[config.mk]
export PLATFORM = sky130hd
export DESIGN_NAME = fact_accel_q
export DESIGN_NICKNAME = d
export VERILOG_FILES = /design/src/rtl/fact_accel_q.sv
export SDC_FILE = /design/constraint.sdc
export NUM_CORES = 2
export LEC_CHECK = 0
export BUFFER_PORTS_ARGS = -buffer_cell sky130_fd_sc_hd__buf_2
export CORE_UTILIZATION = 40
export CTS_BUF_LIST = sky130_fd_sc_hd__clkbuf_4 sky130_fd_sc_hd__clkbuf_8
export CTS_CLUSTER_SIZE = 8
export DETAILED_ROUTE_END_ITERATION = 7
export HOLD_SLACK_MARGIN = 0.08
export SLEW_MARGIN = 0
export SYNTH_ARGS = -nofsm -noshare
export SYNTH_HDL_FRONTEND = slang
export SYNTH_SLANG_ARGS = --single-unit
[constraint.sdc]
create_clock -name clk -period 6.7 [get_ports clk]
set_input_delay 1.34 -clock clk [delete_from_list [all_inputs] [get_ports clk]]
set_output_delay 1.34 -clock clk [all_outputs]
set_load 0.05 [all_outputs]
[src/rtl/fact_accel_q.sv]
// Memory-mapped factorial accelerator: an operand queue feeds a sequential
// DATA_W x OP_W multiplier whose results land in a FIFO with per-entry overflow.
module fact_accel_q #(
    parameter int DATA_W     = 64,
    parameter int OP_W       = 8,
    parameter int OPQ_DEPTH  = 4,
    parameter int RESQ_DEPTH = 4
) (
    input  logic              clk,
    input  logic              reset,
    input  logic              s_sel,
    input  logic              s_wr,
    input  logic [7:0]        s_addr,
    input  logic [DATA_W-1:0] s_din,
    output logic [DATA_W-1:0] s_dout,
    output logic              interrupt
);

    localparam int OPA_W = $clog2(OPQ_DEPTH);
    localparam int RSA_W = $clog2(RESQ_DEPTH);
    localparam int PROD_W = DATA_W + OP_W;

    localparam logic [2:0] R_OPSTART = 3'd0;
    localparam logic [2:0] R_OPCLEAR = 3'd1;
    localparam logic [2:0] R_STATUS  = 3'd2;
    localparam logic [2:0] R_INTR_EN = 3'd3;
    localparam logic [2:0] R_OPERAND = 3'd4;
    localparam logic [2:0] R_QCOUNT  = 3'd5;
    localparam logic [2:0] R_RESULT  = 3'd6;

    typedef enum logic [1:0] {
        ST_IDLE,
        ST_LOAD,
        ST_MUL,
        ST_WRITE
    } state_t;

    state_t              state_q, state_d;
    logic                run_q, run_d;
    logic                done_q, done_d;
    logic                intr_en_q, intr_en_d;
    logic                drop_err_q, drop_err_d;
    logic [DATA_W-1:0]   acc_q, acc_d;
    logic [OP_W-1:0]     cnt_q, cnt_d;
    logic                ovf_q, ovf_d;
    logic [OPA_W:0]      opq_wr_ptr_q, opq_wr_ptr_d;
    logic [OPA_W:0]      opq_rd_ptr_q, opq_rd_ptr_d;
    logic [RSA_W:0]      resq_wr_ptr_q, resq_wr_ptr_d;
    logic [RSA_W:0]      resq_rd_ptr_q, resq_rd_ptr_d;

    logic [OP_W-1:0]     opq_mem [OPQ_DEPTH];
    logic [DATA_W:0]     resq_mem [RESQ_DEPTH];

    logic                bus_wr, bus_rd;
    logic [2:0]          reg_idx;
    logic                wr_start, wr_clear, wr_inten, wr_operand, rd_result;
    logic                opq_push, opq_pop, resq_push, resq_pop;
    logic [OPA_W:0]      opq_count;
    logic [RSA_W:0]      resq_count;
    logic                opq_empty, opq_full, resq_empty, resq_full;
    logic [DATA_W:0]     res_head;
    logic                head_ovf;
    logic                busy;
    logic [PROD_W-1:0]   product;
    logic                unused_ok;

    assign bus_wr     = s_sel & s_wr;
    assign bus_rd     = s_sel & ~s_wr;
    assign reg_idx    = s_addr[5:3];
    assign wr_start   = bus_wr && (reg_idx == R_OPSTART) && s_din[0];
    assign wr_clear   = bus_wr && (reg_idx == R_OPCLEAR) && s_din[0];
    assign wr_inten   = bus_wr && (reg_idx == R_INTR_EN);
    assign wr_operand = bus_wr && (reg_idx == R_OPERAND);
    assign rd_result  = bus_rd && (reg_idx == R_RESULT);

    // Extra MSB on each pointer separates full from empty when indices match.
    assign opq_count  = opq_wr_ptr_q - opq_rd_ptr_q;
    assign resq_count = resq_wr_ptr_q - resq_rd_ptr_q;
    assign opq_empty  = (opq_wr_ptr_q == opq_rd_ptr_q);
    assign opq_full   = (opq_wr_ptr_q[OPA_W] != opq_rd_ptr_q[OPA_W]) &&
                        (opq_wr_ptr_q[OPA_W-1:0] == opq_rd_ptr_q[OPA_W-1:0]);
    assign resq_empty = (resq_wr_ptr_q == resq_rd_ptr_q);
    assign resq_full  = (resq_wr_ptr_q[RSA_W] != resq_rd_ptr_q[RSA_W]) &&
                        (resq_wr_ptr_q[RSA_W-1:0] == resq_rd_ptr_q[RSA_W-1:0]);

    assign res_head   = resq_mem[resq_rd_ptr_q[RSA_W-1:0]];
    assign head_ovf   = ~resq_empty & res_head[DATA_W];
    assign busy       = (state_q != ST_IDLE) | run_q;
    assign product    = {{OP_W{1'b0}}, acc_q} * {{DATA_W{1'b0}}, cnt_q};
    assign interrupt  = done_q & intr_en_q;
    assign unused_ok  = &{1'b0, s_addr[7:6], s_addr[2:0], s_din};

    always_comb begin
        state_d    = state_q;
        run_d      = run_q;
        done_d     = done_q;
        intr_en_d  = intr_en_q;
        drop_err_d = drop_err_q;
        acc_d      = acc_q;
        cnt_d      = cnt_q;
        ovf_d      = ovf_q;
        opq_push   = 1'b0;
        opq_pop    = 1'b0;
        resq_push  = 1'b0;
        resq_pop   = 1'b0;

        if (wr_inten) begin
            intr_en_d = s_din[0];
        end
        if (wr_start && !run_q) begin
            run_d  = 1'b1;
            done_d = 1'b0;
        end
        if (wr_operand) begin
            if (opq_full) begin
                drop_err_d = 1'b1;
            end else begin
                opq_push = 1'b1;
            end
        end
        if (rd_result && !resq_empty) begin
            resq_pop = 1'b1;
        end

        case (state_q)
            ST_IDLE: begin
                if (run_q) begin
                    if (opq_empty) begin
                        run_d  = 1'b0;
                        done_d = 1'b1;
                    end else if (!resq_full) begin
                        state_d = ST_LOAD;
                    end
                end
            end
            ST_LOAD: begin
                opq_pop = 1'b1;
                acc_d   = {{(DATA_W-1){1'b0}}, 1'b1};
                cnt_d   = opq_mem[opq_rd_ptr_q[OPA_W-1:0]];
                ovf_d   = 1'b0;
                state_d = ST_MUL;
            end
            ST_MUL: begin
                if (cnt_q <= {{(OP_W-1){1'b0}}, 1'b1}) begin
                    state_d = ST_WRITE;
                end else begin
                    acc_d = product[DATA_W-1:0];
                    ovf_d = ovf_q | (|product[PROD_W-1:DATA_W]);
                    cnt_d = cnt_q - {{(OP_W-1){1'b0}}, 1'b1};
                end
            end
            ST_WRITE: begin
                resq_push = 1'b1;
                state_d   = ST_IDLE;
            end
            default: begin
                state_d = ST_IDLE;
            end
        endcase

        // A flush overrides every queue movement, including a same-cycle WRITE.
        if (wr_clear) begin
            state_d    = ST_IDLE;
            run_d      = 1'b0;
            done_d     = 1'b0;
            drop_err_d = 1'b0;
            opq_push   = 1'b0;
            opq_pop    = 1'b0;
            resq_push  = 1'b0;
            resq_pop   = 1'b0;
        end

        opq_wr_ptr_d  = wr_clear ? '0 : opq_wr_ptr_q + {{OPA_W{1'b0}}, opq_push};
        opq_rd_ptr_d  = wr_clear ? '0 : opq_rd_ptr_q + {{OPA_W{1'b0}}, opq_pop};
        resq_wr_ptr_d = wr_clear ? '0 : resq_wr_ptr_q + {{RSA_W{1'b0}}, resq_push};
        resq_rd_ptr_d = wr_clear ? '0 : resq_rd_ptr_q + {{RSA_W{1'b0}}, resq_pop};
    end

    always_comb begin
        s_dout = '0;
        if (bus_rd) begin
            case (reg_idx)
                R_STATUS:  s_dout = DATA_W'({drop_err_q, head_ovf, opq_full,
                                             ~resq_empty, done_q, busy});
                R_INTR_EN: s_dout = DATA_W'(intr_en_q);
                R_QCOUNT:  s_dout = DATA_W'({8'(resq_count), 8'(opq_count)});
                R_RESULT:  s_dout = resq_empty ? '0 : res_head[DATA_W-1:0];
                default:   s_dout = '0;
            endcase
        end
    end

    always_ff @(posedge clk) begin
        if (reset) begin
            state_q       <= ST_IDLE;
            run_q         <= 1'b0;
            done_q        <= 1'b0;
            intr_en_q     <= 1'b0;
            drop_err_q    <= 1'b0;
            acc_q         <= '0;
            cnt_q         <= '0;
            ovf_q         <= 1'b0;
            opq_wr_ptr_q  <= '0;
            opq_rd_ptr_q  <= '0;
            resq_wr_ptr_q <= '0;
            resq_rd_ptr_q <= '0;
        end else begin
            state_q       <= state_d;
            run_q         <= run_d;
            done_q        <= done_d;
            intr_en_q     <= intr_en_d;
            drop_err_q    <= drop_err_d;
            acc_q         <= acc_d;
            cnt_q         <= cnt_d;
            ovf_q         <= ovf_d;
            opq_wr_ptr_q  <= opq_wr_ptr_d;
            opq_rd_ptr_q  <= opq_rd_ptr_d;
            resq_wr_ptr_q <= resq_wr_ptr_d;
            resq_rd_ptr_q <= resq_rd_ptr_d;
        end
    end

    // Storage arrays carry no reset; the pointers alone define what is valid.
    always_ff @(posedge clk) begin
        if (opq_push) begin
            opq_mem[opq_wr_ptr_q[OPA_W-1:0]] <= s_din[OP_W-1:0];
        end
        if (resq_push) begin
            resq_mem[resq_wr_ptr_q[RSA_W-1:0]] <= {ovf_q, acc_q};
        end
    end

endmodule

Word-level counts from Yosys, hierarchy flattened --
Memory sizes are Yosys's and may differ from the RTL's. A register that Yosys moved wholly into a read port is not among the register bits. Cells that the tools add are included.
Word-level totals: register bits 91, latch bits 0, RAM bits 292, bits in read-only memories 0, bits of input ports 76, output and inout port bits 65, memories 2
Operators by class: $add $sub $neg 7, multiply operators 1, divide/modulo/power cells 0, order comparisons 1, equality and inequality tests 20, shift-type cells 0, mux-type cells 37, bitwise gates (word level) 8, reductions and logical operators 22
Memory list:
- resq_mem | words 4, bits a word 65, rd ports 1, clocked after memory_dff 1, wr ports 1, RTL line 52 | logic [DATA_W:0] resq_mem [RESQ_DEPTH];
- opq_mem | words 4, bits a word 8, rd ports 1, clocked after memory_dff 1, wr ports 1, RTL line 51 | logic [OP_W-1:0] opq_mem [OPQ_DEPTH];
Operator list (count):
- one-hot mux 64 bit (4 select lines) | 1
- two-way mux 64 bit | 3
- one-hot mux 64 bit (2 select lines) | 1
- multiplier 64 x 8 -> 72 bit | 1
- two-way mux 1 bit | 22
- one-hot mux 8 bit (2 select lines) | 1
- adder 3 x 1 -> 3 bit | 4
- two-way mux 2 bit | 6
- logical AND 1 bit | 11
- != test 2 bit (second input constant) | 5
- equality test 3 bit (second input constant) | 3
- <= comparator 8 x 1 -> 1 bit (second input constant) | 1
- two-way mux 8 bit | 1
- one-hot mux 2 bit (4 select lines) | 1
- OR reduction 8 bit | 1
- subtractor 8 x 1 -> 8 bit (second input constant) | 1
- equality test 3 x 2 -> 1 bit (second input constant) | 2
- equality test 3 bit | 2
- subtractor 3 bit | 2
- bitwise AND 1 bit | 4
- equality test 2 bit | 2
- equality test 2 bit (second input constant) | 2
- AND reduction 2 bit | 2
- AND reduction 4 bit | 1
- 11 further kinds | 16

Longest topological paths before layout --
depth in word-level cells 8, gate-level depth with buffers 25, depth with buffers taken out 21

Worst setup path before layout --
Ideal clock, no wire load.
kind input to register, start point input port s_addr[5], end point memory resq_mem[0][0] in the netlist's numbering (enable), arrival time 6.416 ns, setup slack -0.284 ns, cell stages on the path 6, path buffers 1, cell sequence clkbuf_1 inv_1 nand2_1 or3_1 nand2_1 nor3_1
Between the ends: cells in the longest elaborated chain, start to end 6
Ends and longest elaborated chain:
- start: declaration | RTL line 13 | input logic [7:0] s_addr,
- equality test 3 x 1 -> 1 bit | RTL line 71 | assign wr_clear = bus_wr && (reg_idx == R_OPCLEAR) && s_din[0];
- logical AND 1 bit (2 in a row) | RTL line 71
- two-way mux 1 bit | RTL line 162 | if (wr_clear) begin
- two-way mux 1 bit | RTL line 228 | if (resq_push) begin
- two-way mux 1 bit (not written as such) | RTL line 229 | resq_mem[resq_wr_ptr_q[RSA_W-1:0]] <= {ovf_q, acc_q};
- end: declaration | RTL line 52
No other way between the ends.

Final worst setup path --
start point register cnt_q[4], end point register ovf_q
Between the ends: cells in the longest elaborated chain, start to end 5, elaborated cells between the ends (all ways) 8, those cells by class 1 x mul; 1 x order compare; 1 x eq/ne; 2 x mux; 1 x bitwise; 2 x reduce/logical
Ends and longest elaborated chain:
- start: declaration | RTL line 44 | logic [OP_W-1:0] cnt_q, cnt_d;
- start signal: assignment | RTL line 214 | cnt_q <= cnt_d;
- multiplier 64 x 8 -> 72 bit | RTL line 89 | assign product = {{OP_W{1'b0}}, acc_q} * {{DATA_W{1'b0}}, cnt_q};
- OR reduction 8 bit | RTL line 148 | ovf_d = ovf_q | (|product[PROD_W-1:DATA_W]);
- bitwise OR 1 bit | RTL line 148
- two-way mux 1 bit | RTL line 144 | if (cnt_q <= {{(OP_W-1){1'b0}}, 1'b1}) begin
- one-hot mux 1 bit (2 select lines) | RTL line 125 | case (state_q)
- end signal: assignment | RTL line 215 | ovf_q <= ovf_d;
- end: declaration | RTL line 45 | logic ovf_q, ovf_d;
Several ways; a longest one is shown, not always the timed one. The select of a mux whose other input is x is not followed. A chain may end at the register's enable or synchronous reset.

==> results.json <==
{
  "timing.hold.ws_ns": 0.469,
  "worst_slew_pin_slew_ns": 1.30,
  "first_iter_violations": 1217,
  "synthesis.instances": 2734,
  "reg2reg_depth": 19,
  "max_stage_delay_ns": 0.64,
  "crit_top_cell": "fa_1",
  "die_w_um": 279,
  "die_area_mm2": 0.0777,
  "utilization_pct": 44.3,
  "path_cells": "buf_4 > and2_1 > fa_1 > fa_1 > fa_1 > fa_1 > ha_1 > nand3_1 > nor2_1 > nand3_1 > nor4_2 > buf_4 > o21ai_0 > and3_1 > o21ai_1 > xnor2_1 > and3_1 > nand4_1 > o41a_1",
  "cp_num_buf_inv": 2,
  "die_h_um": 279,
  "yosys-mux-area-fraction_pct": 5.43,
  "grt_start_max_net_pins": 63,
  "io_buffers": 79,
  "core_area_mm2": 0.0758,
  "dp_hpwl_um": 52300,
  "synth-xor-area-share_pct": 1.94,
  "p_leak_uw": 0.0149,
  "p_sw_uw": 1030,
  "synth.avg_cell_area_um2": 11.2,
  "hold_buffers": 0,
  "cts_tree": "yes",
  "overflow": 0,
  "p_comb_share_pct": 0.8,
  "drv_slew": 0,
  "seqPwrFrac_pct": 53.6,
  "io_pins": 141,
  "synth_top_family_by_area": "adder cells",
  "numCtsBuffers": 68,
  "clock_skew_ns": 0.0288,
  "hold_depth": 2,
  "vias": 20633,
  "drcViolationCount": 0,
  "p_int_uw": 3680,
  "syn_nets": 3294,
  "layout-drive-gt1-share_pct": 12.5,
  "synth-simple-area-share_pct": 16.7,
  "p_per_area_mw_per_mm2": 140,
  "clkLatencyLatePin_ns": 0.66,
  "ys_seq_elements": 383,
  "cts_setup_buffers": 0,
  "clkPwrFrac_pct": 45.6,
  "async_flop_share_pct": 0,
  "rows": 101,
  "hold_violations": 0,
  "maxSlewHeadroom_pct": 13.2,
  "synth-main-ff-cell": "edfxtp_1",
  "ys_warn_count": 0,
  "fin_crit_sh_pct": 93.9,
  "final_common_cell": "and2_1",
  "cts_root_buf": "clkbuf_8",
  "critPathKind": "reg -> reg",
  "worst_ep_arrival_time_ns": 6.83,
  "routed_wirelength_um": 74300,
  "synth-compound-area-share_pct": 7.22,
  "antenna_found_initial": 3,
  "vdd_drop_max_mv": 0.105,
  "critPathMaxFanout": 36,
  "synth_fa_ha_area_share_pct": 28.9,
  "synth.distinct_cells": 71,
  "grt_pass1_vias": 23019,
  "grt_pass1_wl_um": 123000,
  "hold_class": "reg -> reg",
  "area_delta_synth_final_pct": 9.56,
  "period_needed_ns": 6.29,
  "cts_resized": 0,
  "post_drt_wl_per_cell_um": 19.4,
  "globalplace.congestion": 0.885,
  "nets": 3364,
  "ant_nets": 0,
  "fmax_mhz": 159,
  "clock_sinks": 383,
  "maxCapViolations": 0,
  "rsz0062_at_grt": "false",
  "syn_area_mm2": 0.0306,
  "design_area_mm2": 0.0336,
  "path_depth": 19,
  "clk_pin_slew_worst_paths_ns": 0.06,
  "start_util_pct": 40.4,
  "seq_area_frac_synth_pct": 34.6,
  "dpl-instance-area_mm2": 0.0322,
  "switching_share_pct": 21.9,
  "h-tree-depth": 3,
  "setup_viol": 0,
  "start_kind": "register",
  "crit_required_ns": 7.24,
  "via_per_inst": 5.38,
  "synth_edf_count": 292,
  "max-clock-path-buffers": 3,
  "cp_slowest_cell": "dfxtp_4",
  "critical_path.top_delay_family": "adder cells",
  "grt_usage_pct": 20.0,
  "drtPass1Iterations": 6,
  "layout_common_cells": "and2_1 (437), fa_1 (374), inv_1 (292), edfxtp_1 (292), nand2_1 (227)",
  "cp-end-kind": "register",
  "status": "complete, no violations"
}
==> per-layer routing <==
layer  GRT usage [%]  wire, um
met3            2.67      2920
met5               0         0
met1            24.3     30200
met2            36.6     39600
met4            5.76      1560
==> power groups by stage <==
stage | Clock, uW | Sequential, uW | Combinational [uW]
final | 2150 | 2520 | 35.9
after global routing | 2310 | 2520 | 38.9
after CTS | 2210 | 2520 | 36.3
after detailed placement | 0 | 2570 | 36.2
after global placement | 0 | 2570 | 35.1
after floorplan | 0 | 2570 | 18.1
==> cells in the mapped netlist, drive strengths merged, types with 4 or more instances <==
| master | count | area (um2) |
|---|---|---|
| and2 | 438 | 2740 |
| fa | 374 | 7490 |
| edfxtp | 292 | 8770 |
| inv | 292 | 1100 |
| nand2 | 229 | 862 |
| a21oi | 133 | 673 |
| clkbuf | 121 | 454 |
| ha | 110 | 1380 |
| dfxtp | 91 | 1820 |
| nor2 | 78 | 300 |
| mux4 | 73 | 1640 |
| o21ai | 70 | 362 |
| and3 | 66 | 413 |
| nand3 | 58 | 290 |
| xnor2 | 44 | 385 |
| xor2 | 24 | 210 |
| a21o | 22 | 165 |
| nand4 | 21 | 131 |
| nor3 | 21 | 105 |
| a31oi | 16 | 115 |
| o21bai | 16 | 131 |
| a22o | 14 | 123 |
| buf | 14 | 58.8 |
| or3 | 10 | 62.6 |
| a211oi | 9 | 72.6 |
| nand2b | 9 | 56.3 |
| nor2b | 9 | 56.3 |
| a22oi | 8 | 60.1 |
| nor4 | 6 | 37.5 |
| o22ai | 6 | 43.8 |
| a21boi | 5 | 41.3 |
| a41oi | 5 | 43.8 |
| o21a | 5 | 37.5 |
| a221oi | 4 | 35.0 |
| a311oi | 4 | 35.0 |
==> state kept, by name, summed over array words and instances, names as in the netlist, 2 cells and up <==
| register | flops |
|---|---|
| opq_mem | 32 |
| resq_mem | 260 |
| opq_rd_ptr_q | 3 |
| opq_wr_ptr_q | 3 |
| resq_wr_ptr_q | 3 |
| resq_rd_ptr_q | 3 |
| cnt_q | 8 |
| acc_q | 64 |
| state_q | 2 |
==> kinds of logic after synthesis <==
| logic type | Yosys count |
|---|---|
| buffers and inverters | 428 |
| XOR/XNOR | 68 |
| flip-flops | 383 |
| AO/OA/AOI/OAI | 344 |
| multiplexers | 75 |
| AND/OR/NAND/NOR | 952 |
| adder cells (fa/ha/maj) | 484 |
==> cell type report <==
| cell class | count | area [um2] |
|---|---|---|
| multi-input cells | 1923 | 18500 |
| repair buffers | 135 | 828 |
| well taps | 978 | 1220 |
| clock buffers | 98 | 1190 |
| diodes | 1 | 2.50 |
| inverters | 293 | 1100 |
| fillers | 7105 | 42200 |
| flip-flops and latches | 383 | 10600 |
| clock inverters | 21 | 125 |
==> worst min-delay path, delay by kind of cell (launching register included) <==
family	cells	cell delay, ns
flops	1	0.33
simple gates	1	0.07
compound gates	1	0.04
==> metrics by stage <==
step,TNS (ns),setup slack (ns),total power [uW],instances
floorplan,-73.84,-0.284,2590,2734
global placement,0,0.0819,2610,3712
detailed placement,0,0.122,2610,3712
CTS,0,0.102,4770,3831
global route,0,0.140,4870,3832
finish,0,0.406,4710,3832
==> final timing paths <==
| kind | start | slack, ns | endpoint |
|---|---|---|---|
| hold / removal | drop_err_q$_SDFFE_PP0P_ | 0.47 | drop_err_q$_SDFFE_PP0P_ |
| hold reg to reg | drop_err_q$_SDFFE_PP0P_ | 0.47 | drop_err_q$_SDFFE_PP0P_ |
| setup reg to reg | cnt_q[4]$_SDFFE_PP0P_ | 0.41 | ovf_q$_SDFFE_PP0P_ |
| setup / recovery | cnt_q[4]$_SDFFE_PP0P_ | 0.41 | ovf_q$_SDFFE_PP0P_ |
Note: power is estimated with default switching activity, not from simulation.
